--- config.mk ---
export PLATFORM = sky130hd
export DESIGN_NAME = fetch_queue_flat
export DESIGN_NICKNAME = d
export VERILOG_FILES = /design/src/rtl/fetch_queue_if.sv /design/src/rtl/fetch_queue.sv /design/src/flat_wrapper.sv
export SDC_FILE = /design/constraint.sdc
export NUM_CORES = 1
export LEC_CHECK = 0
export CAP_MARGIN = 10
export CORE_MARGIN = 4
export CORE_UTILIZATION = 49
export CTS_CLUSTER_SIZE = 24
export DETAILED_ROUTE_END_ITERATION = 12
export DONT_BUFFER_PORTS = 1
export PLACE_DENSITY_LB_ADDON = 0.1
export SLEW_MARGIN = 10
export SYNTH_ARGS = -nofsm -noshare
export SYNTH_HDL_FRONTEND = slang
export SYNTH_SLANG_ARGS = --single-unit
--- constraint.sdc ---
create_clock -name clk -period 5.96 [get_ports clk]
set_clock_uncertainty 0.15 [all_clocks]
set_input_delay 1.192 -clock clk [delete_from_list [all_inputs] [get_ports clk]]
set_output_delay 1.192 -clock clk [all_outputs]
set_load 0.01 [all_outputs]
--- src/rtl/fetch_queue_if.sv ---
// Fetch-queue bundle: instruction-memory request/response port, decoder handshake and redirect.
// master is the fetch queue side; slave is the memory/decoder environment side.
interface fetch_queue_if #(
    parameter int DEPTH = 4
);
    localparam int OCC_W = $clog2(DEPTH) + 1;

    logic             redirect;
    logic [63:0]      redirect_pc;
    logic             imem_req;
    logic [63:0]      imem_addr;
    logic             imem_ready;
    logic             imem_rvalid;
    logic [31:0]      imem_rdata;
    logic             instr_valid;
    logic [31:0]      instr;
    logic [63:0]      instr_pc;
    logic             instr_ready;
    logic [OCC_W-1:0] occupancy;

    modport master (
        input  redirect, redirect_pc, imem_ready, imem_rvalid, imem_rdata, instr_ready,
        output imem_req, imem_addr, instr_valid, instr, instr_pc, occupancy
    );

    modport slave (
        output redirect, redirect_pc, imem_ready, imem_rvalid, imem_rdata, instr_ready,
        input  imem_req, imem_addr, instr_valid, instr, instr_pc, occupancy
    );
endinterface

--- src/rtl/fetch_queue.sv ---
// Instruction prefetch queue: sequential 32-bit fetches with one request in flight,
// buffered with their PCs in a DEPTH-entry FIFO and flushed on a taken-branch redirect.
module fetch_queue #(
    parameter int          DEPTH    = 4,
    parameter logic [63:0] RESET_PC = 64'h2000
) (
    input logic           clk,
    input logic           reset,
    fetch_queue_if.master bus
);
    localparam int PTR_W = $clog2(DEPTH);
    localparam int OCC_W = PTR_W + 1;

    typedef enum logic [1:0] {
        S_REQ,
        S_WAIT,
        S_DISCARD
    } state_t;

    state_t           state;
    state_t           state_nxt;
    logic [63:0]      fetch_pc;
    logic [63:0]      req_pc;
    logic [31:0]      fifo_instr [DEPTH];
    logic [63:0]      fifo_pc    [DEPTH];
    logic [PTR_W-1:0] rd_ptr;
    logic [PTR_W-1:0] wr_ptr;
    logic [OCC_W-1:0] occ;
    logic             space;
    logic             hs;
    logic             push;
    logic             pop;

    always_ff @(posedge clk) begin
        if (reset) state <= S_REQ;
        else       state <= state_nxt;
    end

    // A request is only issued when a slot is free, so a later push can never overflow.
    always_comb begin
        state_nxt       = state;
        space           = occ < OCC_W'(DEPTH);
        bus.imem_req    = !reset && (state == S_REQ) && space && !bus.redirect;
        hs              = bus.imem_req && bus.imem_ready;
        push            = (state == S_WAIT) && bus.imem_rvalid && !bus.redirect;
        bus.instr_valid = !reset && (occ != '0);
        pop             = bus.instr_valid && bus.instr_ready && !bus.redirect;
        case (state)
            S_REQ: begin
                if (hs) state_nxt = S_WAIT;
            end
            S_WAIT: begin
                if (bus.imem_rvalid)  state_nxt = S_REQ;
                else if (bus.redirect) state_nxt = S_DISCARD;
            end
            S_DISCARD: begin
                if (bus.imem_rvalid) state_nxt = S_REQ;
            end
            default: state_nxt = S_REQ;
        endcase
    end

    always_ff @(posedge clk) begin
        if (reset) begin
            fetch_pc <= RESET_PC;
            rd_ptr   <= '0;
            wr_ptr   <= '0;
            occ      <= '0;
        end else if (bus.redirect) begin
            fetch_pc <= bus.redirect_pc & ~64'h3;
            rd_ptr   <= '0;
            wr_ptr   <= '0;
            occ      <= '0;
        end else begin
            if (hs)   fetch_pc <= fetch_pc + 64'd4;
            if (push) wr_ptr   <= wr_ptr + PTR_W'(1);
            if (pop)  rd_ptr   <= rd_ptr + PTR_W'(1);
            occ <= occ + OCC_W'(push) - OCC_W'(pop);
        end
    end

    // Datapath storage carries no reset; validity is tracked by occ and state alone.
    always_ff @(posedge clk) begin
        if (hs) req_pc <= fetch_pc;
        if (push) begin
            fifo_instr[wr_ptr] <= bus.imem_rdata;
            fifo_pc[wr_ptr]    <= req_pc;
        end
    end

    assign bus.imem_addr = fetch_pc;
    assign bus.instr     = fifo_instr[rd_ptr];
    assign bus.instr_pc  = fifo_pc[rd_ptr];
    assign bus.occupancy = occ;
endmodule

--- src/flat_wrapper.sv ---
// flat-port wrapper written by rule: the top's interface ports become plain ports
module fetch_queue_flat 
#(
    parameter int          DEPTH    = 4,
    parameter logic [63:0] RESET_PC = 64'h2000
)
  (clk, reset, bus_redirect, bus_redirect_pc, bus_imem_ready, bus_imem_rvalid, bus_imem_rdata, bus_instr_ready, bus_imem_req, bus_imem_addr, bus_instr_valid, bus_instr, bus_instr_pc, bus_occupancy);
  fetch_queue_if #(.DEPTH(DEPTH)) bus_i ();
  input logic clk;
  input logic reset;
  input wire logic [$bits(bus_i.redirect)-1:0] bus_redirect;
  input wire logic [$bits(bus_i.redirect_pc)-1:0] bus_redirect_pc;
  input wire logic [$bits(bus_i.imem_ready)-1:0] bus_imem_ready;
  input wire logic [$bits(bus_i.imem_rvalid)-1:0] bus_imem_rvalid;
  input wire logic [$bits(bus_i.imem_rdata)-1:0] bus_imem_rdata;
  input wire logic [$bits(bus_i.instr_ready)-1:0] bus_instr_ready;
  output wire logic [$bits(bus_i.imem_req)-1:0] bus_imem_req;
  output wire logic [$bits(bus_i.imem_addr)-1:0] bus_imem_addr;
  output wire logic [$bits(bus_i.instr_valid)-1:0] bus_instr_valid;
  output wire logic [$bits(bus_i.instr)-1:0] bus_instr;
  output wire logic [$bits(bus_i.instr_pc)-1:0] bus_instr_pc;
  output wire logic [$bits(bus_i.occupancy)-1:0] bus_occupancy;
  assign bus_i.redirect = bus_redirect;
  assign bus_i.redirect_pc = bus_redirect_pc;
  assign bus_i.imem_ready = bus_imem_ready;
  assign bus_i.imem_rvalid = bus_imem_rvalid;
  assign bus_i.imem_rdata = bus_imem_rdata;
  assign bus_i.instr_ready = bus_instr_ready;
  assign bus_imem_req = bus_i.imem_req;
  assign bus_imem_addr = bus_i.imem_addr;
  assign bus_instr_valid = bus_i.instr_valid;
  assign bus_instr = bus_i.instr;
  assign bus_instr_pc = bus_i.instr_pc;
  assign bus_occupancy = bus_i.occupancy;
  fetch_queue #(.DEPTH(DEPTH), .RESET_PC(RESET_PC)) u_core (.clk(clk), .reset(reset), .bus(bus_i));
endmodule
==> impl_metrics.yaml <==
run_status:
  outcome: "completed"
clock_tree:
  clk_latency_ns: 0.58
  clkTransAtPathRegs_ns: 0.06
  post_cts_buffers: 0
  h-tree-depth: 2
  root_buffer: "clkbuf_16"
  cts_tree: "done"
  ctsHoldBuffers: 0
  cts_resized: 0
  cts_made_buffers: 53
  cts_sinks: 511
  cts_buffer_depth: 3
timing:
  fin_crit_sh: 0.655
  setup_violations: 0
  holdWs_ns: 0.348
  tns_ns: 0
  rsz0062_at_grt: "no"
  relSlewSlack: 0.471
  period_needed_ns: 3.90
  finalMaxSlewViolations: 0
  worstMarginPinSlew_ns: 0.788
  hold_violations: 0
  timing.fmax_mhz: 256
  setup_slack_ns: 2.06
pwr:
  p_total_mw: 7.34
  max-vdd-ir-drop_mv: 0.233
  p_leak_nw: 6.85
  power_density_nw_per_um2: 331
die:
  die_y_um: 210
  rows: 73
  die_w_um: 210
  design.die.area_um2: 44000
  io_pins: 267
  initial_core_util: 0.499
  core_area_um2: 40000
logic_synthesis:
  synth.avg_cell_area_um2: 17.5
  synth-edff-count: 438
  ys_top_cells_by_area: "edfxtp_1 66%, mux4_2 11%, dfxtp_1 7.3%"
  yosysTopAreaCellShare: 0.659
  syn_area_um2: 19900
  ys_seq_elements: 511
  synth.distinct_cells: 63
  ys_seq_area_frac: 0.733
  synthFlopType: "edfxtp_1"
  synth-async-reset-ratio: 0
  yosys_warnings: 0
  synth_top_cell_by_area: "edfxtp_1"
  synth_cells: 1143
drt:
  drt_wl_total_um: 46300
  first_pass_iters: 5
  routedWlPerCell_um: 26.9
  drt-initial-drc-count: 757
  drc: 0
  post_drt_via_cell_ratio: 6.06
  postRouteAntennaNets: 0
  vias: 10400
place:
  place_area_um2: 20500
  io_buffers: 0
  dp_cells: 1624
  pre_cts_slack_ns: 2.20
  hpwl_um: 29400
  place.gp.congestion: 0.785
hold_path:
  hold_class: "reg -> reg"
  holdPathStages: 0
  hold_start: "u_core.req_pc[52]$_DFFE_PP_"
  hold_end: "u_core.fifo_pc[3][52]$_DFFE_PP_"
worst_setup_path:
  worstSetupPathType: "reg -> out"
  rr_worst_depth: 6
  critPathMaxFanout: 27
  endpoint_kind: "primary output"
  r2r-start: "u_core.bus.imem_addr[3]$_SDFFE_PP0P_"
  ff2ff_setup_slack_ns: 2.81
  worst_ep_arrival_time_ns: 2.56
  r2r_end: "u_core.bus.imem_addr[54]$_SDFFE_PP0P_"
  start_kind: "flop"
  critPathRequiredTime_ns: 4.62
cells_and_area:
  fin_area_um2: 22200
  final_nets: 1264
  post-route-util: 0.555
  area_growth_pct: 11.3
  drive_gt1_frac: 0.174
  fillCellCount: 3162
  instances_no_fill: 1721
flow_run:
  maxCapViolCount: 0
global_route:
  grt_max_degree: 80
  grt_usage: 0.207
  grt_pass1_vias: 10400
  gr-total-overflow: 0
  grt_pass1_wl_um: 68600
  antenna_found_initial: 4
cell families (layout without fill, tap and decap cells):
logic type	after synthesis	count (layout)	share of synthesized area
xor+xnor	29	29	0.0127
flops	511	511	0.733
mux	106	106	0.112
compound gates	97	97	0.0338
simple gates	307	307	0.0852
buf+inv	84	133	0.0176
fa+ha+maj	8	8	0.00539
other cells	1	5	0.000188
state kept, by name (all words and copies together) (netlist names), named ones only:
register              count
u_core.bus.imem_addr     62
u_core.bus.occupancy      3
u_core.fifo_instr       128
u_core.fifo_pc          248
u_core.rd_ptr             2
u_core.req_pc            62
u_core.state              2
u_core.wr_ptr             2
worst max-delay path by stage:
stage	startpoint	cells past startpoint	end
finish	flop	2	bus_instr_pc[61]
global route	flop	2	bus_instr_pc[56]
CTS	flop	2	bus_instr_pc[61]
detailed placement	bus_imem_ready	9	u_core.bus.imem_addr[55]$_SDFFE_PP0P_
global placement	bus_imem_ready	9	u_core.bus.imem_addr[55]$_SDFFE_PP0P_
floorplan	bus_redirect	5	u_core.fifo_instr[0][0]$_DFFE_PP_
worst max-delay path, cell delays in order, from the launching register on:
cell and delay [ns]:
dfxtp_4 0.78, buf_4 0.53, mux4_2 0.64
cell usage after synthesis (4+ instances only):
cell type	number
nand4_1	21
edfxtp_1	438
buf_1	8
a311oi_1	7
and4_1	11
nor4b_1	6
nor3_1	18
and3_1	24
a21oi_1	30
o211ai_1	14
ha_1	7
a2111oi_0	10
nor4_1	22
and2_1	11
buf_2	4
nand2_1	56
inv_1	19
mux4_2	94
xnor2_1	25
buf_4	4
nor2b_1	12
or4_1	8
mux2_2	4
nand3_1	32
xor2_1	4
dfxtp_1	73
clkbuf_1	46
a211oi_1	16
or3_1	4
mux2i_1	8
nor2_1	60
cell usage in the layout (no fill, tap or decap), types with 5 or more instances in the layout:
master | synthesis | routed
nor2b_1 | 12 | 12
a21oi_1 | 30 | 30
edfxtp_1 | 438 | 438
nand2_1 | 56 | 56
a311oi_1 | 7 | 7
nor4_1 | 22 | 22
and4_1 | 11 | 11
and3_1 | 24 | 24
buf_4 | 4 | 16
nor3_1 | 18 | 18
xnor2_1 | 25 | 25
ha_1 | 7 | 7
a2111oi_0 | 10 | 10
nand3_1 | 32 | 32
and2_1 | 11 | 7
mux2i_1 | 8 | 8
nor4b_1 | 6 | 6
mux4_2 | 94 | 94
inv_1 | 19 | 18
nor2_1 | 60 | 60
clkbuf_16 | 0 | 55
o211ai_1 | 14 | 14
dfxtp_1 | 73 | 71
a211oi_1 | 16 | 16
or4_1 | 8 | 8
bufinv_16 | 0 | 5
nand4_1 | 21 | 21
clkinv_2 | 0 | 9
clkinv_1 | 1 | 10
clkbuf_1 | 46 | 16
cell type report:
type | count | area (µm²) | area share
sequential | 511 | 14600 | 0.659
multi-input combinational | 551 | 5010 | 0.226
clock buffer | 72 | 1450 | 0.0653
tap | 525 | 657 | 0.0296
clock inverter | 24 | 236 | 0.0107
timing repair buffer | 17 | 140 | 0.00631
inverter | 20 | 76.3 | 0.00344
antenna | 1 | 2.50 | 0.000113
report_power, final:
group / internal, mW / switching (mW)
registers: 3.92 / 0.0965
logic: 0.0505 / 0.0717
clock network: 1.91 / 1.30
metal layers:
metal  vias up  GRT usage  share of wire
li1       4633          -              -
met1      5338      0.281           0.42
met2       365      0.317           0.47
met3        81     0.0773          0.088
met4         6     0.0592          0.026
met5         -          0         0.0010
(Power assumes the default switching activity.)
